<file path="src/rtl/lfsr_pair_sequencer.sv">
// Pairs successive decoded LFSR words and runs one polynomial_finder cycle per
// eligible (older, newer) pair, publishing one result record per run.
module lfsr_pair_sequencer #(
  parameter logic [23:0] MAX_GAP         = 24'd40000,
  parameter logic [15:0] TIMEOUT_CYCLES  = 16'd8192,
  parameter int unsigned COOLDOWN_CYCLES = 2
) (
  input  logic        clk_96MHz,
  input  logic        reset_n,
  input  logic        data_valid,
  input  logic [16:0] data_in,
  input  logic [23:0] ts_in,
  input  logic        finder_ready,
  input  logic [16:0] finder_polynomial,
  input  logic [16:0] finder_iteration,
  output logic        finder_enable,
  output logic [16:0] finder_data0,
  output logic [16:0] finder_data1,
  output logic [23:0] finder_ts0,
  output logic [23:0] finder_ts1,
  output logic        result_valid,
  output logic [16:0] result_polynomial,
  output logic [16:0] result_iteration,
  output logic [23:0] result_ts,
  output logic        result_timeout,
  output logic [7:0]  drop_count,
  output logic [2:0]  dbg_state
);

  typedef enum logic [2:0] {
    S_EMPTY    = 3'd0,
    S_ONE      = 3'd1,
    S_CHECK    = 3'd2,
    S_ARM      = 3'd3,
    S_BUSY     = 3'd4,
    S_CAPTURE  = 3'd5,
    S_COOLDOWN = 3'd6,
    S_SHIFT    = 3'd7
  } state_t;

  localparam logic [15:0] TO_LAST = TIMEOUT_CYCLES - 16'd1;
  localparam logic [7:0]  CD_LAST = 8'(COOLDOWN_CYCLES - 1);

  state_t      state;
  logic [16:0] pend_data;
  logic [23:0] pend_ts;
  logic        pend_valid;
  logic [15:0] busy_cnt;
  logic [7:0]  cd_cnt;
  logic [23:0] gap;
  logic        eligible;
  logic        pend_store;

  // Modulo-2^24 subtraction keeps the gap correct across timestamp wrap.
  assign gap        = finder_ts1 - finder_ts0;
  assign eligible   = (gap <= MAX_GAP) && (gap != 24'd0) && (finder_data0 != finder_data1);
  assign pend_store = data_valid && (state inside {S_CHECK, S_ARM, S_BUSY, S_CAPTURE, S_COOLDOWN});
  assign dbg_state  = state;

  // Finder handshake: enable rises with inputs already stable; ready=1 seen on
  // the rise cycle is stale, so we wait for ready to fall, then for it to rise
  // again, and latch outputs while enable is still high (finder zeroes them
  // once enable falls). result_valid is a single-cycle strobe with no stall.
  always_ff @(posedge clk_96MHz or negedge reset_n) begin
    if (!reset_n) begin
      state             <= S_EMPTY;
      finder_enable     <= 1'b0;
      finder_data0      <= '0;
      finder_data1      <= '0;
      finder_ts0        <= '0;
      finder_ts1        <= '0;
      pend_data         <= '0;
      pend_ts           <= '0;
      pend_valid        <= 1'b0;
      busy_cnt          <= '0;
      cd_cnt            <= '0;
      result_valid      <= 1'b0;
      result_polynomial <= '0;
      result_iteration  <= '0;
      result_ts         <= '0;
      result_timeout    <= 1'b0;
      drop_count        <= '0;
    end else begin
      result_valid <= 1'b0;

      if (pend_store) begin
        pend_data  <= data_in;
        pend_ts    <= ts_in;
        pend_valid <= 1'b1;
        if (pend_valid && drop_count != 8'hFF) drop_count <= drop_count + 8'd1;
      end

      case (state)
        S_EMPTY: begin
          if (data_valid) begin
            finder_data1 <= data_in;
            finder_ts1   <= ts_in;
            state        <= S_ONE;
          end
        end
        S_ONE: begin
          // A word parked by SHIFT while going idle is consumed before new input.
          if (pend_valid) begin
            finder_data0 <= finder_data1;
            finder_ts0   <= finder_ts1;
            finder_data1 <= pend_data;
            finder_ts1   <= pend_ts;
            pend_valid   <= data_valid;
            pend_data    <= data_in;
            pend_ts      <= ts_in;
            state        <= S_CHECK;
          end else if (data_valid) begin
            finder_data0 <= finder_data1;
            finder_ts0   <= finder_ts1;
            finder_data1 <= data_in;
            finder_ts1   <= ts_in;
            state        <= S_CHECK;
          end
        end
        S_CHECK: begin
          if (eligible) begin
            finder_enable <= 1'b1;
            state         <= S_ARM;
          end else begin
            state <= S_SHIFT;
          end
        end
        S_ARM: begin
          if (!finder_ready) begin
            busy_cnt <= '0;
            state    <= S_BUSY;
          end
        end
        S_BUSY: begin
          if (finder_ready) begin
            result_polynomial <= finder_polynomial;
            result_iteration  <= finder_iteration;
            result_ts         <= finder_ts0;
            result_timeout    <= 1'b0;
            result_valid      <= 1'b1;
            state             <= S_CAPTURE;
          end else if (busy_cnt == TO_LAST) begin
            result_polynomial <= '0;
            result_iteration  <= '0;
            result_ts         <= finder_ts0;
            result_timeout    <= 1'b1;
            result_valid      <= 1'b1;
            state             <= S_CAPTURE;
          end else begin
            busy_cnt <= busy_cnt + 16'd1;
          end
        end
        S_CAPTURE: begin
          finder_enable <= 1'b0;
          cd_cnt        <= '0;
          state         <= S_COOLDOWN;
        end
        S_COOLDOWN: begin
          if (cd_cnt == CD_LAST) state <= S_SHIFT;
          else cd_cnt <= cd_cnt + 8'd1;
        end
        S_SHIFT: begin
          if (pend_valid) begin
            finder_data0 <= finder_data1;
            finder_ts0   <= finder_ts1;
            finder_data1 <= pend_data;
            finder_ts1   <= pend_ts;
            pend_valid   <= data_valid;
            pend_data    <= data_in;
            pend_ts      <= ts_in;
            state        <= S_CHECK;
          end else begin
            if (data_valid) begin
              pend_data  <= data_in;
              pend_ts    <= ts_in;
              pend_valid <= 1'b1;
            end
            state <= S_ONE;
          end
        end
        default: state <= S_EMPTY;
      endcase
    end
  end

endmodule
</file>
<file path="config.mk">
export PLATFORM = sky130hd
export DESIGN_NAME = lfsr_pair_sequencer
export DESIGN_NICKNAME = d
export VERILOG_FILES = /design/src/rtl/lfsr_pair_sequencer.sv
export SDC_FILE = /design/constraint.sdc
export NUM_CORES = 1
export LEC_CHECK = 0
export ABC_CLOCK_PERIOD_IN_PS = 8700
export CORE_UTILIZATION = 25
export DETAILED_ROUTE_END_ITERATION = 16
export MAX_ROUTING_LAYER = met4
export SETUP_SLACK_MARGIN = 0.5
export SLEW_MARGIN = 20
export SYNTH_ARGS = -nofsm -noshare
export SYNTH_HDL_FRONTEND = slang
export SYNTH_SLANG_ARGS = --single-unit
</file>
<file path="constraint.sdc">
create_clock -name clk_96MHz -period 8.7 [get_ports clk_96MHz]
set_clock_uncertainty 0.1 [all_clocks]
set_input_delay 1.305 -clock clk_96MHz [delete_from_list [all_inputs] [get_ports clk_96MHz]]
set_output_delay 1.305 -clock clk_96MHz [all_outputs]
set_load 0.02 [all_outputs]
</file>
==> reports/results.tsv <==
stage	metric	value	unit
worst_setup_path	RR Endpoint	finder_enable	
grt	vias in the first global route	8135	
detailed_routing	Via density	4.64	
detailed_routing	drt total wl	29100	um
clock_tree	H-tree lvl count	1	
grt	Total GRT Usage	14.1	%
die	Die X	206	um
worst_setup_path	Startpoint Class	flop	
pwr	maximum VDD drop	245	uV
sta	Slew @ Worst Pin	0.907	ns
worst_hold_path	WHS Path Cells	2	
worst_hold_path	worst hold path type	flop to flop	
logic_synthesis	cell area after synthesis	10400	um^2
place	dpl hpwl	20300	um
die	Initial Utilization	25.4	%
clock_tree	Setup Buffers After CTS	0	
clock_tree	Post-CTS Resized	0	
grt	global-route wire length before repair	45700	um
die	Die Span Y	206	um
grt	Congestion Overflow GR	0	
die	row cnt	74	
detailed_routing	post-route ant nets	0	
layout	Final Core Density	34.8	%
sta	Rel. slew slack	39.5	%
logic_synthesis	asr flop ratio synth	100	%
worst_setup_path	setup slack, reg-to-reg	5.36	ns
die	Total Die Area	42300	um^2
worst_setup_path	WP data required	7.30	ns
sta	Final period util	39.7	%
detailed_routing	DRC errors left	0	
clock_tree	CTS Root Cell	clkbuf_16	
worst_setup_path	CP Capture Type	output pin	
worst_setup_path	crit-path max FO	20	
clock_tree	cts hold-fix bufs	0	
layout	NumNets Final	1293	
clock_tree	CTS sink count	220	
logic_synthesis	number of flops mapped to enable cells by yosys	0	
worst_setup_path	cells along the critical path	clkdlybuf4s50_1	
clock_tree	Worst-path clk slew	0.06	ns
logic_synthesis	Synth Area per Inst	10.7	um^2
place	gpl congestion	0.827	
layout	ratio of cells with drive above 1 in the final layout	13.1	%
worst_setup_path	CP Class	flop to output pin	
worst_setup_path	Worst EP arrival	2.05	ns
logic_synthesis	Syn Inst Count	968	
logic_synthesis	mux cell area share after synthesis	9.32	%
worst_setup_path	crit path buf inv count	1	
detailed_routing	DR iter-0 viols	386	
sta	Slew Limit Fails	0	
layout	commonest cells after routing, fill and taps aside	231 x clkdlybuf4s50_1, 220 x dfrtp_1, 87 x nor2_1, 84 x mux2_2, 77 x nand2_1	
die	# IOs	233	
logic_synthesis	largest family of logic cells by synthesized area	compound AO/OA/AOI/OAI gates	
grt	largest net degree at the start of global routing	98	
logic_synthesis	Post-Synth Simple-Gate Area	10.9	%
sta	Max Freq	290	MHz
logic_synthesis	Most used DFF post-synth	dfrtp_1	
worst_hold_path	hold_sp	result_ts[1]	
worst_setup_path	R2R cell count	10	
detailed_routing	Vias	8093	
logic_synthesis	xor-xnor portion of the synthesized cell area	4.56	%
detailed_routing	drt pass-1 iters	4	
sta	final hold violations	0	
logic_synthesis	yosys warns	0	
worst_setup_path	critical path's slowest cell	dfrtp_1	
sta	setup violators final	0	
logic_synthesis	sequential-to-total area share from yosys stat	53.1	%
pwr	LEAKAGE	5.94	nW
logic_synthesis	post-synthesis compound-gate area fraction	15.5	%
sta	unrepaired setup endpoints after global routing	no	
outcome	status	finished, final reports clean	
flow_run	max cap viols	0	
logic_synthesis	Synth Area in Adders	3.26	%
place	IO buf count	232	
logic_synthesis	syn nets	1074	
pwr	pwr/cell area	452	nW/um^2
layout	Layout area overhead	37.0	%
die	core footprint	40800	um^2
sta	setup TNS	0	ns
worst_setup_path	Max stage delay on crit path	0.76	ns
grt	initial antenna violation count	5	
worst_setup_path	Worst R2R Start	finder_ts1[8]	
worst_setup_path	Top delay family on crit path	flip-flops	
clock_tree	clock buffer depth	3	
clock_tree	TritonCTS Buffers	26	
logic_synthesis	Yosys cell types	60	
clock_tree	CTS tree	yes	
worst_hold_path	Hold EP	result_ts[1]	
sta	minimum clock period	3.45	ns
detailed_routing	drt wl/cell	16.7	um
clock_tree	clock latency on the worst-skew pair	0.54	ns
layout	most common cell after layout, fill and taps aside	clkdlybuf4s50_1	
logic_synthesis	number of synthesized register bits	220	
-- synthesized netlist by cell type (3+ instances only) --
cell type | n | area share (%)
a211oi_1 | 3 | 0.22
a211oi_2 | 3 | 0.36
a21o_1 | 11 | 0.80
a21oi_1 | 70 | 3.4
a22o_1 | 35 | 3.0
a31oi_1 | 6 | 0.36
and2_1 | 3 | 0.18
and3_1 | 7 | 0.42
buf_1 | 8 | 0.29
buf_2 | 7 | 0.34
clkbuf_1 | 37 | 1.3
dfrtp_1 | 220 | 53
ha_1 | 27 | 3.3
inv_1 | 35 | 1.3
mux2_2 | 84 | 9.1
nand2_1 | 78 | 2.8
nand2b_1 | 7 | 0.42
nand3_1 | 17 | 0.82
nand4_1 | 11 | 0.66
nor2_1 | 87 | 3.2
nor3_1 | 14 | 0.68
nor4_1 | 5 | 0.30
nor4b_1 | 5 | 0.42
o211a_1 | 3 | 0.29
o21ai_0 | 44 | 2.1
o21bai_1 | 3 | 0.22
o22ai_1 | 41 | 2.5
or3_1 | 5 | 0.30
xnor2_1 | 25 | 2.1
xor2_1 | 29 | 2.5
-- report_power, final --
part           internal [W]  switching [W]
clock network      0.000689       0.000439
logic               0.00159        0.00180
registers           0.00148       0.000426
-- through the flow --
stage / instance area (um^2) / setup slack, ns / power, W / instances / hold slack, ns
after floorplan: 10400 / 5.80 / 0.00402 / 968 / 0.376
after global placement: 13300 / 5.00 / 0.00524 / 1690 / 0.364
after detailed placement: 13300 / 4.96 / 0.00530 / 1690 / 0.363
after CTS: 14200 / 5.20 / 0.00648 / 1737 / 0.382
after global routing: 14200 / 5.16 / 0.00688 / 1743 / 0.404
final: 14200 / 5.25 / 0.00642 / 1743 / 0.375
-- worst max-delay path by stage --
stage / start / end / slack, ns / cells past startpoint
after floorplan: finder_ts0[8] / finder_enable / 5.80 / 12
after global routing: dbg_state[1] / dbg_state[1] / 5.16 / 1
after detailed placement: data_valid / pend_ts[10] / 4.96 / 6
after CTS: dbg_state[2] / dbg_state[2] / 5.20 / 1
after global placement: data_valid / pend_ts[19] / 5.00 / 6
final: dbg_state[2] / dbg_state[2] / 5.25 / 1
-- flip-flops by register name, indices dropped and copies added, names as in the netlist, 17 cells and up --
name               flops
finder_ts0            24
pend_ts               24
result_ts             24
finder_ts1            24
result_polynomial     17
result_iteration      17
finder_data0          17
finder_data1          17
pend_data             17
-- logic make-up (layout without fill, tap and decap cells) --
| kind of cell | Yosys count | in the layout |
|---|---|---|
| AO/OA/AOI/OAI | 245 | 245 |
| XOR/XNOR | 54 | 54 |
| adder cells (fa/ha/maj) | 27 | 27 |
| buffers and inverters | 88 | 326 |
| flip-flops | 220 | 220 |
| multiplexers | 86 | 86 |
| other | 0 | 5 |
| AND/OR/NAND/NOR | 248 | 248 |
-- routing by layer --
layer,vias to the layer above,wire length (um),GRT usage (%)
met4,0,692,4.50
met5,-,0,-
li1,3907,-,-
met2,209,13200,21.5
met3,45,2180,4.13
met1,3932,13000,17.9
-- area by class of cell --
type	count	area, um^2
sequential	220	5510
antenna	5	12.5
multi-input combinational	660	4560
timing repair buffer	244	2440
clock buffer	36	749
tap	532	666
clock inverter	11	139
inverter	35	131
fill	4085	26600
No activity file was read; power rests on OpenSTA's default activity.
